===== config.mk =====
export PLATFORM = sky130hd
export DESIGN_NAME = mult_booth_pipe_flat
export DESIGN_NICKNAME = d
export VERILOG_FILES = /design/src/rtl/mult_booth_pipe_if.sv /design/src/rtl/mult_booth_pipe.sv /design/src/flat_wrapper.sv
export SDC_FILE = /design/constraint.sdc
export NUM_CORES = 1
export LEC_CHECK = 0
export ABC_AREA = 1
export CORE_ASPECT_RATIO = 0.75
export CORE_MARGIN = 5
export CORE_UTILIZATION = 55
export DETAILED_ROUTE_END_ITERATION = 8
export PLACE_DENSITY = 0.7
export SETUP_SLACK_MARGIN = 0.15
export SLEW_MARGIN = 0
export SYNTH_ARGS = -nofsm -noshare
export SYNTH_HDL_FRONTEND = slang
export SYNTH_SLANG_ARGS = --single-unit

===== constraint.sdc =====
create_clock -name clk -period 7.77 [get_ports clk]
set_clock_uncertainty 0.05 [all_clocks]
set_input_delay 1.554 -clock clk [delete_from_list [all_inputs] [get_ports clk]]
set_output_delay 1.554 -clock clk [all_outputs]
set_load 0.01 [all_outputs]

===== src/rtl/mult_booth_pipe_if.sv =====
`default_nettype none
// ============================================================================
// Module      : mult_booth_pipe_if
// Description : Operand/result handshake bundle for mult_booth_pipe.
//               slave = multiplier side, master = producer/consumer side.
// Revision    : 1.0 - initial release
// ============================================================================
interface mult_booth_pipe_if #(
    parameter int WIDTH = 16,
    parameter int GUARD = 8
);
    localparam int ACC_W = 2 * WIDTH + GUARD;

    logic             in_valid;
    logic             in_ready;
    logic [WIDTH-1:0] in_a;
    logic [WIDTH-1:0] in_b;
    logic             in_a_signed;
    logic             in_b_signed;
    logic             in_acc;
    logic             out_valid;
    logic             out_ready;
    logic [ACC_W-1:0] out_p;

    modport slave (
        input  in_valid, in_a, in_b, in_a_signed, in_b_signed, in_acc, out_ready,
        output in_ready, out_valid, out_p
    );

    modport master (
        output in_valid, in_a, in_b, in_a_signed, in_b_signed, in_acc, out_ready,
        input  in_ready, out_valid, out_p
    );
endinterface
`default_nettype wire


===== src/rtl/mult_booth_pipe.sv =====
`default_nettype none
// ============================================================================
// Module      : mult_booth_pipe
// Description : 3-stage radix-4 Booth multiplier-accumulator.
//               S1 Booth partial products, S2 3:2 carry-save reduction,
//               S3 carry-propagate add + accumulator. valid/ready handshake
//               with full-pipeline stall on output backpressure.
// Revision    : 1.0 - initial release
// ============================================================================
module mult_booth_pipe #(
    parameter int WIDTH = 16,
    parameter int GUARD = 8
) (
    input  wire logic        clk,
    input  wire logic        rst_n,
    mult_booth_pipe_if.slave bus
);
    localparam int EW    = WIDTH + 2;     // extended operand width
    localparam int G     = EW / 2;        // number of Booth groups
    localparam int PRODW = 2 * WIDTH;     // exact product width
    localparam int ACC_W = PRODW + GUARD;

    // Partial products are kept modulo 2^PRODW: the true product always fits
    // in PRODW bits, so bits above that can never influence the result.

    logic             stall;

    // Stage 1 (Booth encode) signals
    logic [EW-1:0]    a_ext;
    logic [EW-1:0]    b_ext;
    logic [EW:0]      b_pad;
    logic [PRODW-1:0] a_sx;
    logic [PRODW-1:0] mag;
    logic [2:0]       trip;
    logic             neg;
    logic [PRODW-1:0] pp_d [G];
    logic [PRODW-1:0] pp_q [G];
    logic             v1_q;
    logic             acc1_q;
    logic             sgn1_q;

    // Stage 2 (carry-save reduction) signals
    logic [PRODW-1:0] csa_s;
    logic [PRODW-1:0] csa_c;
    logic [PRODW-1:0] csa_t;
    logic [PRODW-1:0] sum_q;
    logic [PRODW-1:0] carry_q;
    logic             v2_q;
    logic             acc2_q;
    logic             sgn2_q;

    // Stage 3 (final add + accumulate) signals
    logic [PRODW-1:0] prod;
    logic [ACC_W-1:0] prod_ext;
    logic [ACC_W-1:0] acc_d;
    logic [ACC_W-1:0] acc_q;
    logic             out_valid_q;

    // Only a held result blocks the pipe; in_ready never looks at in_valid.
    assign stall         = out_valid_q & ~bus.out_ready;
    assign bus.in_ready  = ~stall;
    assign bus.out_valid = out_valid_q;
    assign bus.out_p     = acc_q;

    // Extend operands by two bits and build one partial product per Booth digit.
    always_comb begin
        a_ext = {{2{bus.in_a_signed & bus.in_a[WIDTH-1]}}, bus.in_a};
        b_ext = {{2{bus.in_b_signed & bus.in_b[WIDTH-1]}}, bus.in_b};
        b_pad = {b_ext, 1'b0};
        a_sx  = {{(PRODW-EW){a_ext[EW-1]}}, a_ext};
        trip  = 3'b000;
        neg   = 1'b0;
        mag   = '0;
        for (int i = 0; i < G; i++) begin
            trip = b_pad[2*i +: 3];
            neg  = 1'b0;
            case (trip)
                3'b001, 3'b010: mag = a_sx;
                3'b011:         mag = a_sx << 1;
                3'b100: begin
                    mag = a_sx << 1;
                    neg = 1'b1;
                end
                3'b101, 3'b110: begin
                    mag = a_sx;
                    neg = 1'b1;
                end
                default:        mag = '0;
            endcase
            if (neg) begin
                mag = ~mag + PRODW'(1);
            end
            pp_d[i] = mag << (2 * i);
        end
    end

    // Reduce the partial products to a sum/carry pair with a chain of 3:2 compressors.
    always_comb begin
        csa_s = pp_q[0];
        csa_c = pp_q[1];
        csa_t = '0;
        for (int i = 2; i < G; i++) begin
            csa_t = csa_s ^ csa_c ^ pp_q[i];
            csa_c = ((csa_s & csa_c) | (csa_s & pp_q[i]) | (csa_c & pp_q[i])) << 1;
            csa_s = csa_t;
        end
    end

    // Resolve the product, widen it by operand signedness, and load or accumulate.
    always_comb begin
        prod     = sum_q + carry_q;
        prod_ext = {{GUARD{sgn2_q & prod[PRODW-1]}}, prod};
        acc_d    = acc2_q ? (acc_q + prod_ext) : prod_ext;
    end

    // Stage-valid bits and accumulator: advance together unless stalled.
    always_ff @(posedge clk) begin
        if (!rst_n) begin
            v1_q        <= 1'b0;
            v2_q        <= 1'b0;
            out_valid_q <= 1'b0;
            acc_q       <= '0;
        end else if (!stall) begin
            v1_q        <= bus.in_valid;
            v2_q        <= v1_q;
            out_valid_q <= v2_q;
            if (v2_q) begin
                acc_q <= acc_d;
            end
        end
    end

    // Datapath pipeline registers: load only when a valid beat moves in.
    always_ff @(posedge clk) begin
        if (!stall) begin
            if (bus.in_valid) begin
                pp_q   <= pp_d;
                acc1_q <= bus.in_acc;
                sgn1_q <= bus.in_a_signed | bus.in_b_signed;
            end
            if (v1_q) begin
                sum_q   <= csa_s;
                carry_q <= csa_c;
                acc2_q  <= acc1_q;
                sgn2_q  <= sgn1_q;
            end
        end
    end
endmodule
`default_nettype wire


===== src/flat_wrapper.sv =====
// flat-port wrapper written by rule: the top's interface ports become plain ports
module mult_booth_pipe_flat 
#(
    parameter int WIDTH = 16,
    parameter int GUARD = 8
)
  (clk, rst_n, bus_in_valid, bus_in_a, bus_in_b, bus_in_a_signed, bus_in_b_signed, bus_in_acc, bus_out_ready, bus_in_ready, bus_out_valid, bus_out_p);
  mult_booth_pipe_if #(.WIDTH(WIDTH), .GUARD(GUARD)) bus_i ();
  input  wire logic clk;
  input  wire logic rst_n;
  input wire logic [$bits(bus_i.in_valid)-1:0] bus_in_valid;
  input wire logic [$bits(bus_i.in_a)-1:0] bus_in_a;
  input wire logic [$bits(bus_i.in_b)-1:0] bus_in_b;
  input wire logic [$bits(bus_i.in_a_signed)-1:0] bus_in_a_signed;
  input wire logic [$bits(bus_i.in_b_signed)-1:0] bus_in_b_signed;
  input wire logic [$bits(bus_i.in_acc)-1:0] bus_in_acc;
  input wire logic [$bits(bus_i.out_ready)-1:0] bus_out_ready;
  output wire logic [$bits(bus_i.in_ready)-1:0] bus_in_ready;
  output wire logic [$bits(bus_i.out_valid)-1:0] bus_out_valid;
  output wire logic [$bits(bus_i.out_p)-1:0] bus_out_p;
  assign bus_i.in_valid = bus_in_valid;
  assign bus_i.in_a = bus_in_a;
  assign bus_i.in_b = bus_in_b;
  assign bus_i.in_a_signed = bus_in_a_signed;
  assign bus_i.in_b_signed = bus_in_b_signed;
  assign bus_i.in_acc = bus_in_acc;
  assign bus_i.out_ready = bus_out_ready;
  assign bus_in_ready = bus_i.in_ready;
  assign bus_out_valid = bus_i.out_valid;
  assign bus_out_p = bus_i.out_p;
  mult_booth_pipe #(.WIDTH(WIDTH), .GUARD(GUARD)) u_core (.clk(clk), .rst_n(rst_n), .bus(bus_i));
endmodule

== Yosys cells after proc, flatten, opt, wreduce, memory -nomap -nowiden ==
Cells that the tools add are included.
Storage, ports and cells
  register bits after elaboration: 326
  input bits: 39
  output and inout bits: 42
Cells by class
  $add $sub $neg: 11
  equality and inequality tests: 51
  mux-type cells: 28
  bitwise logic cells: 65
  reduce and logical (&&, ||, !) cells: 29
Operators with widths (count)
  31-bit AND: 21
  32-bit bitwise XOR: 14
  31-bit bitwise OR: 14
  3-bit equality test, second input constant: 24
  32-bit one-hot mux with 2 select lines: 1
  30-bit one-hot mux with 2 select lines: 1
  28-bit one-hot mux with 2 select lines: 1
  26-bit one-hot mux with 2 select lines: 1
  3-bit by 2-bit equality test with 1-bit output, second input constant: 16
  24-bit one-hot mux with 2 select lines: 1
  22-bit one-hot mux with 2 select lines: 1
  40-bit adder: 1
  40-bit two-way mux: 1
  20-bit one-hot mux with 2 select lines: 1
  18-bit one-hot mux with 2 select lines: 1
  32-bit by 1-bit adder with 32-bit output, second input constant: 1
  32-bit adder: 1
  32-bit two-way mux: 1
  32-bit inverter: 1
  16-bit one-hot mux with 2 select lines: 1
  4-bit OR reduction: 8
  30-bit by 1-bit adder with 30-bit output, second input constant: 1
  30-bit two-way mux: 1
  30-bit inverter: 1
  other kinds (31): 69

== Longest topological paths before layout ==
Gate-level depths: netlist of the first run.
  depth after elaboration: 21
  gate-level depth with buffers: 31
  mapped depth without buffers: 31

== Least setup slack after synthesis of the first run ==
OpenSTA, ideal clock, no wires.
  kind: input port to flip-flop
  start: input port bus_out_ready
  end: register u_core.acc1_q, enable pin
  setup time: 0.570 ns
  arrival: 6.054 ns
  path slack: 1.096 ns
  cell stages on the path: 4
  path buffers: 0
  cells stage by stage: nor2_1 > inv_1 > nand2_1 > inv_1
On the way
  cells in the longest elaborated chain, start to end: 4
Ends and longest elaborated chain
  start, declared: line flat_wrapper.sv:17  | input wire logic [$bits(bus_i.out_ready)-1:0] bus_out_ready;
  1-bit inverter: line mult_booth_pipe.sv:60  | assign stall = out_valid_q & ~bus.out_ready;
  1-bit AND: line mult_booth_pipe.sv:60
  1-bit inverter (no source line)
  via bus_in_ready: line flat_wrapper.sv:18  | output wire logic [$bits(bus_i.in_ready)-1:0] bus_in_ready;
  2-bit AND reduction (no source line)
  end signal, assigned: line mult_booth_pipe.sv:138  | acc1_q <= bus.in_acc;
  end, declared: line mult_booth_pipe.sv:39  | logic acc1_q;
The timed path passes the listed nets, and every way through them passes these cells.
A chain may end at the register's enable or synchronous reset.

==> flow_summary_export.csv, run 1 <==
group,metric,value,unit
outcome,run_status,"finished, final reports clean",
global_routing,grt_start_max_net_pins,134,
synthesis,yosys_warning_count,0,
global_routing,grt.total_usage,0.2440,
worst_setup_path,worstPathMaxFanout,32,
worst_setup_path,critical_path.cell_chain,"clkdlybuf4s50_1, buf_4, inv_1, ha_1, or2_1, o21a_1, inv_2, o21ai_0, inv_1, ha_1, inv_1, nor3_2, nor3b_2, nand3_1, inv_2, nand3_1, nor3_2, nand2_1, nand3_2, o21ai_0",
synthesis,yosysUniqueCellTypes,63,
synthesis,area_share_of_the_largest_cell_type_after_synthesis,0.3703,
routing,via_count,16550,
synthesis,number_of_register_bits_inferred_by_synthesis,318,
placed_design,place.gp.congestion,0.9523,
floorplan,area_of_the_core_region,0.03981,mm2
global_routing,first_global_vias,16100,
worst_setup_path,cp_data_arrival_time,5.15,ns
routing,drcViolationCount,0,
floorplan,pin_count,81,
placed_design,port_buffers,80,
synthesis,synth_area_per_cell,9.863,um2
global_routing,met1_usage,0.3667,
worst_setup_path,critical-path-slowest-cell,"sky130_fd_sc_hd__clkdlybuf4s50_1",
layout,syn2layout_area_growth,10.50,%
floorplan,placement_rows,63,
floorplan,fp.dieArea,0.04472,mm2
power_and_ir_drop,peakVddDrop,0.1894,mV
routing,wl,54720,um
floorplan,initial_core_util,0.5602,
global_routing,globalRouteMet3Util,0.03117,
global_routing,busiest_layer,"met2",
layout,nets,2618,
timing,timing_worst_slew_pin_value,1.156,ns
timing,timing.final.crit_period,4.960,ns
clock_network,clk_root_buffer_cell,"sky130_fd_sc_hd__clkbuf_16",
global_routing,grt_antenna_before_repair,0,
power_and_ir_drop,pwr_density_cell,410.2,mW/mm2
placed_design,dpl.hpwl,42110,um
timing,final.setup.tns,0,ns
worst_setup_path,critPathBufInv,7,
floorplan,chipHeight,184.4,um
synthesis,syn_nets,2554,
synthesis,synthFlopType,"sky130_fd_sc_hd__edfxtp_1",
power_and_ir_drop,totalPowerFinal,0.01011,W
timing,grt_setup_unrepaired,"false",
routing,drtIter0Drc,1910,
worst_setup_path,worst_path_dominant_cell_family,"buffers and inverters",
layout,layout_common_cells,"sky130_fd_sc_hd__nand2_1 (320), sky130_fd_sc_hd__edfxtp_1 (275), sky130_fd_sc_hd__inv_1 (255)",
synthesis,postSynth.asyncResetShare,0,
layout,layout-drive-gt1-share,0.07319,
synthesis,synthCells,2261,
clock_network,clock-sinks,318,
synthesis,leading_area_contributor_after_synthesis,"sky130_fd_sc_hd__edfxtp_1",
global_routing,gr-total-overflow,0,
routing,drt_pass1_iterations,6,
worst_setup_path,worst_setup_slack_for_register_to_register_paths,2.87,ns
timing,max_freq,201.6,MHz
routing,antenna_violating_nets_post_route,0,
global_routing,grt_pass1_wl,87180,um
worst_setup_path,endpoint_kind,"flop",
clock_network,clkLatencyLatePin,0.53,ns
clock_network,max-clock-path-buffers,3,
worst_setup_path,cp_slowest_stage_delay,0.45,ns
layout,antennaDiodeCount,0,
clock_network,quantity_of_gates_resized_following_cts,0,
worst_setup_path,worst_setup_path_start_kind,"primary input",
routing,wl_per_cell,19.07,um
flow_run,maxCapViolations,0,
synthesis,synth_seq_area_share,0.4089,
clock_network,cts_made_buffers,34,
power_and_ir_drop,total_leakage_power,10.05,nW
worst_setup_path,cp_common_cell,"sky130_fd_sc_hd__inv_1",
clock_network,cts_setup_buffers,0,
clock_network,tritoncts,"done",
global_routing,globalRouteMet2Util,0.3840,
layout,most_frequent_standard_cell_in_the_layout_excluding_fill_and_tap_cells,"sky130_fd_sc_hd__nand2_1",
synthesis,synth-edff-count,275,
floorplan,die_width,242.5,um
synthesis,synthTopCellsByArea,"sky130_fd_sc_hd__edfxtp_1 (37%), sky130_fd_sc_hd__fa_1 (13%), sky130_fd_sc_hd__ha_1 (5.9%), sky130_fd_sc_hd__nand2_1 (5.4%), sky130_fd_sc_hd__inv_1 (4.3%)",
clock_network,clock_tree.htree_level_count,2,
timing,finalMaxSlewViolations,0,
worst_hold_path,hold_class,"flop to flop",
synthesis,synthesis.area,0.02230,mm2
clock_network,cts_hold_buffers,0,
clock_network,cts.clk_slew.worst_paths,0.06,ns
routing,detail_route.vias_per_cell,5.767,
timing,finalSetupViolCount,0,
timing,worst_slew_margin_rel,0.2198,
worst_setup_path,crit_type,"primary input to flop",
timing,final_hold_viol_count,0,
worst_setup_path,timing.critical_path.required,7.96,ns
timing,min_period_over_period,0.6384,
## flip-flops by register name, indices dropped and copies added, names as in the netlist
register and count:
u_core.sgn1_q 1, u_core.carry_q 23, u_core.v2_q 1, u_core.v1_q 1
u_core.sum_q 32, u_core.bus.out_p 40, u_core.sgn2_q 1, u_core.acc1_q 1
u_core.acc2_q 1, u_core.pp_q 216, u_core.bus.out_valid 1
## Yosys cell counts (all sizes together) (19+ instances only)
library cell and n:
nand2 340, edfxtp 275, inv 271, nor2 211, fa 149, a21oi 138, o22ai 134, o21ai 118
ha 105, xor2 94, xnor2 84, nand3 59, clkbuf 45, dfxtp 43, nor3 40, buf 25
clkinv 20, o211ai 19
## power by group
| part | leakage [nW] | internal, W | total (W) | switching [W] |
|---|---|---|---|---|
| clock | 0.516 | 0.000902 | 0.00158 | 0.000675 |
| sequential | 3.04 | 0.00246 | 0.00260 | 0.000143 |
| combinational | 6.49 | 0.00234 | 0.00593 | 0.00359 |
## worst register-to-register path: cells and delay by family, from the launching register on
family | cells | cell delay, ns
flops | 1 | 0.36
compound gates | 9 | 2.36
fa+ha+maj | 2 | 0.77
simple gates | 8 | 1.12
buf+inv | 1 | 0.12
## path summary, 6_finish.rpt
kind,startpoint,cells past startpoint,to
worst max-delay path,bus_in_b[1],20,u_core.pp_q[252]$_DFFE_PP_
worst min-delay path,u_core.pp_q[257]$_DFFE_PP_,0,u_core.sum_q[1]$_DFFE_PP_
worst max register to register,u_core.carry_q[11]$_DFFE_PP_,20,u_core.bus.out_p[25]$_SDFFE_PN0P_
worst min register to register,u_core.pp_q[257]$_DFFE_PP_,0,u_core.sum_q[1]$_DFFE_PP_
## final cells by class
class	instances	area, um2
clock inverters	18	136.4
fillers	3147	15170
multi-input cells	1582	11780
repair buffers	98	935.9
clock buffers	43	915.9
well taps	520	650.6
flip-flops and latches	318	9119
inverters	291	1100
## kinds of logic after synthesis
logic type,Yosys count,synth area share
AOI/OAI and AO/OA,463,0.1262
xor gates and xnor gates,178,0.06991
adders and majority gates,254,0.1927
buffers and inverters,361,0.06278
DFF,318,0.4089
muxes,1,0.0006170
and+or+nand+nor,686,0.1389
## per-layer routing
layer / vias up / wire [um]
met5: - / 0
met4: 0 / 926
met3: 90 / 3842
met2: 662 / 24690
met1: 7960 / 25260
li1: 7840 / -
## metrics by stage
step / setup WS [ns] / instance area (um2) / util / hold slack, ns / cells
after global placement: 2.454 / 23590 / 0.5926 / 0.3552 / 2809
after global routing: 2.522 / 24640 / 0.6190 / 0.3829 / 2870
after CTS: 2.862 / 24640 / 0.6190 / 0.3735 / 2870
after floorplan: 1.096 / 22300 / - / 0.3503 / 2261
after detailed placement: 2.336 / 23590 / 0.5926 / 0.3602 / 2809
final: 2.810 / 24640 / 0.6190 / 0.3716 / 2870
Power figures use the tool's default switching activity.
==> inputs of run 2 (changes only) <==
==> constraint.sdc (replaced) <==
create_clock -name clk -period 4.9 [get_ports clk]
set_clock_uncertainty 0.05 [all_clocks]
set_input_delay 0.98 -clock clk [delete_from_list [all_inputs] [get_ports clk]]
set_output_delay 0.98 -clock clk [all_outputs]
set_load 0.01 [all_outputs]
==> run 2 against run 1 <==
Against the previous run: combinational power is 61% higher; hold slack better by 0.0081 ns; largest power group unchanged; via count is 1.7% higher; flip-flop and latch count stayed put; global-route usage is 0.29 points higher; first-iteration DRC count is 12% lower; setup slack worse by 2.3 ns; final cell count is 0.42% higher.
==> flow_summary_export.csv, run 2 (synthesis gave the netlist of run 1 again) <==
group,metric,value,unit
outcome,run_status,"finished, final reports clean",
worst_setup_path,critical-path-slowest-cell,"sky130_fd_sc_hd__fa_1",
worst_setup_path,worstPathMaxFanout,1,
flow_run,maxCapViolations,0,
power_and_ir_drop,share_seq_of_total_power,0.253,
worst_setup_path,endpoint_kind,"flop",
worst_setup_path,worst_r2r_startpoint,"u_core.pp_q[213]$_DFFE_PP_",
worst_hold_path,holdPathStages,0,
timing,final_hold_viol_count,0,
routing,drtIter0Drc,1678,
worst_setup_path,cp_data_arrival_time,4.66,ns
placed_design,port_buffers,80,
floorplan,pin_count,81,
timing,grt_setup_unrepaired,"false",
clock_network,tritoncts,"done",
power_and_ir_drop,pwr_density_cell,657.2,mW/mm2
worst_setup_path,cp_common_cell,"sky130_fd_sc_hd__fa_1",
routing,detail_route.vias_per_cell,5.842,
worst_setup_path,worst_setup_path_start_kind,"flop",
routing,wl,55850,um
worst_setup_path,cp_slowest_stage_delay,0.60,ns
worst_hold_path,min-delay-start,"u_core.pp_q[257]$_DFFE_PP_",
floorplan,area_of_the_core_region,0.03981,mm2
timing,finalSetupViolCount,0,
worst_setup_path,worst_setup_slack_for_register_to_register_paths,0.47,ns
layout,final_util,0.6233,
layout,finalNonFillerCells,2882,
clock_network,clkLatencyLatePin,0.56,ns
layout,syn2layout_area_growth,11.27,%
floorplan,placement_rows,63,
floorplan,fp.dieArea,0.04472,mm2
floorplan,die_width,242.5,um
layout,antennaDiodeCount,0,
clock_network,clk_root_buffer_cell,"sky130_fd_sc_hd__clkbuf_16",
placed_design,placed_cells_incl_taps,2818,
layout,layout-drive-gt1-share,0.08086,
layout,fill_cells,3234,
clock_network,cts_made_buffers,35,
placed_design,place.gp.congestion,0.9473,
worst_setup_path,r2r.worst_path.cells,7,
timing,timing_worst_slew_pin_value,1.106,ns
worst_setup_path,crit_type,"flop to flop",
routing,drt_pass1_iterations,6,
clock_network,clock_tree.htree_level_count,2,
power_and_ir_drop,peakVddDrop,0.3309,mV
timing,max_freq,225.8,MHz
layout,most_frequent_standard_cell_in_the_layout_excluding_fill_and_tap_cells,"sky130_fd_sc_hd__nand2_1",
power_and_ir_drop,power.net_switching,0.007165,W
clock_network,clock-sinks,318,
power_and_ir_drop,total_leakage_power,10.12,nW
power_and_ir_drop,power.share.switching,0.4394,
clock_network,cts_setup_buffers,0,
global_routing,gr-total-overflow,0,
worst_hold_path,whs_endpoint,"u_core.sum_q[1]$_DFFE_PP_",
worst_setup_path,critical_path.cell_chain,"fa_1, fa_1, fa_1, fa_1, fa_1, fa_1, fa_1",
global_routing,first_global_vias,16500,
routing,wl_per_cell,19.38,um
global_routing,grt_pass1_wl,89000,um
timing,final_critical_path_setup_slack,0.4703,ns
global_routing,grt.total_usage,0.2469,
worst_setup_path,critPathBufInv,0,
floorplan,initial_core_util,0.5602,
clock_network,cts.clk_slew.worst_paths,0.06,ns
power_and_ir_drop,power.internal,0.009141,W
power_and_ir_drop,p_clk_frac,0.161,
global_routing,grt_antenna_before_repair,0,
clock_network,max-clock-path-buffers,3,
placed_design,placement.setup.worst_slack,0.4076,ns
worst_setup_path,worst_path_dominant_cell_family,"adder cells",
worst_setup_path,timing.rr.end,"u_core.sum_q[21]$_DFFE_PP_",
layout,nets,2628,
timing,finalMaxSlewViolations,0,
worst_setup_path,timing.critical_path.required,5.13,ns
worst_hold_path,hold_class,"flop to flop",
timing,final.setup.tns,0,ns
routing,antenna_violating_nets_post_route,0,
placed_design,dpl.hpwl,42370,um
routing,via_count,16840,
floorplan,chipHeight,184.4,um
layout,most_flop_heavy_register,"u_core.pp_q",
routing,drcViolationCount,0,
clock_network,cts_hold_buffers,0,
layout,largest_reg_flops,216,
timing,final.hold.worst_slack,0.3797,ns
timing,min_period_over_period,0.9040,
timing,timing.final.crit_period,4.430,ns
timing,worst_slew_margin_rel,0.2621,
power_and_ir_drop,share_of_power_burned_in_combinational_logic,0.586,
global_routing,grt_start_max_net_pins,142,
layout,layout_common_cells,"sky130_fd_sc_hd__nand2_1 (319), sky130_fd_sc_hd__edfxtp_1 (275), sky130_fd_sc_hd__inv_1 (254)",
## run 2: routing by layer
metal / vias up / track usage / part of all wire
met4: 0 / 0.06115 / 0.021
met3: 105 / 0.03697 / 0.080
met1: 8140 / 0.3632 / 0.45
met5: - / 0 / 0
met2: 745 / 0.3914 / 0.45
li1: 7846 / - / -
## run 2: final cells by class
type                            instances  area (um2)  area share
Multi-Input combinational cell       1582       11800      0.4755
Sequential cell                       318        9119      0.3675
Inverter                              291        1096     0.04417
Timing Repair Buffer                  107        1041     0.04195
Clock buffer                           46       927.1     0.03737
Tap cell                              520       650.6     0.02622
Clock inverter                         18       181.4    0.007312
## run 2: metrics by stage
step,power [W],instance area [um2]
after floorplan,0.01085,22310
after global placement,0.01340,23700
after detailed placement,0.01364,23700
after CTS,0.01637,24810
after global routing,0.01771,24810
final,0.01631,24810
## run 2: worst max path at each step
stage,startpoint,endpoint,cells past startpoint
floorplan,bus_out_ready,u_core.acc1_q$_DFFE_PP_,4
global placement,bus_in_b[1],u_core.pp_q[287]$_DFFE_PP_,10
detailed placement,bus_in_b[1],u_core.pp_q[287]$_DFFE_PP_,10
CTS,u_core.pp_q[213]$_DFFE_PP_,u_core.sum_q[21]$_DFFE_PP_,7
global route,u_core.sum_q[13]$_DFFE_PP_,u_core.bus.out_p[39]$_SDFFE_PN0P_,24
finish,u_core.pp_q[213]$_DFFE_PP_,u_core.sum_q[21]$_DFFE_PP_,7
## run 2: timing repair
| action | in CTS | in global routing |
|---|---|---|
| setup endpoints to repair | 0 | 1 |
| resized for setup | 0 | 1 |
| endpoints found under the hold margin | 0 | 0 |
## run 2: power by group through the flow
stage          clock, W  combinational, W  sequential (W)
2_1_floorplan         0           0.00671         0.00414
3_3_place_gp          0           0.00923         0.00417
3_5_place_dp          0           0.00946         0.00419
4_1_cts         0.00266           0.00957         0.00413
5_1_grt         0.00279            0.0108         0.00417
6_report        0.00263           0.00955         0.00412
## run 2: worst reg2reg max path, cell delays in order (launching register included)
cell and delay, ns:
sky130_fd_sc_hd__edfxtp_1 0.40, sky130_fd_sc_hd__fa_1 0.60, sky130_fd_sc_hd__fa_1 0.49, sky130_fd_sc_hd__fa_1 0.53, sky130_fd_sc_hd__fa_1 0.58, sky130_fd_sc_hd__fa_1 0.48
sky130_fd_sc_hd__fa_1 0.58, sky130_fd_sc_hd__fa_1 0.45
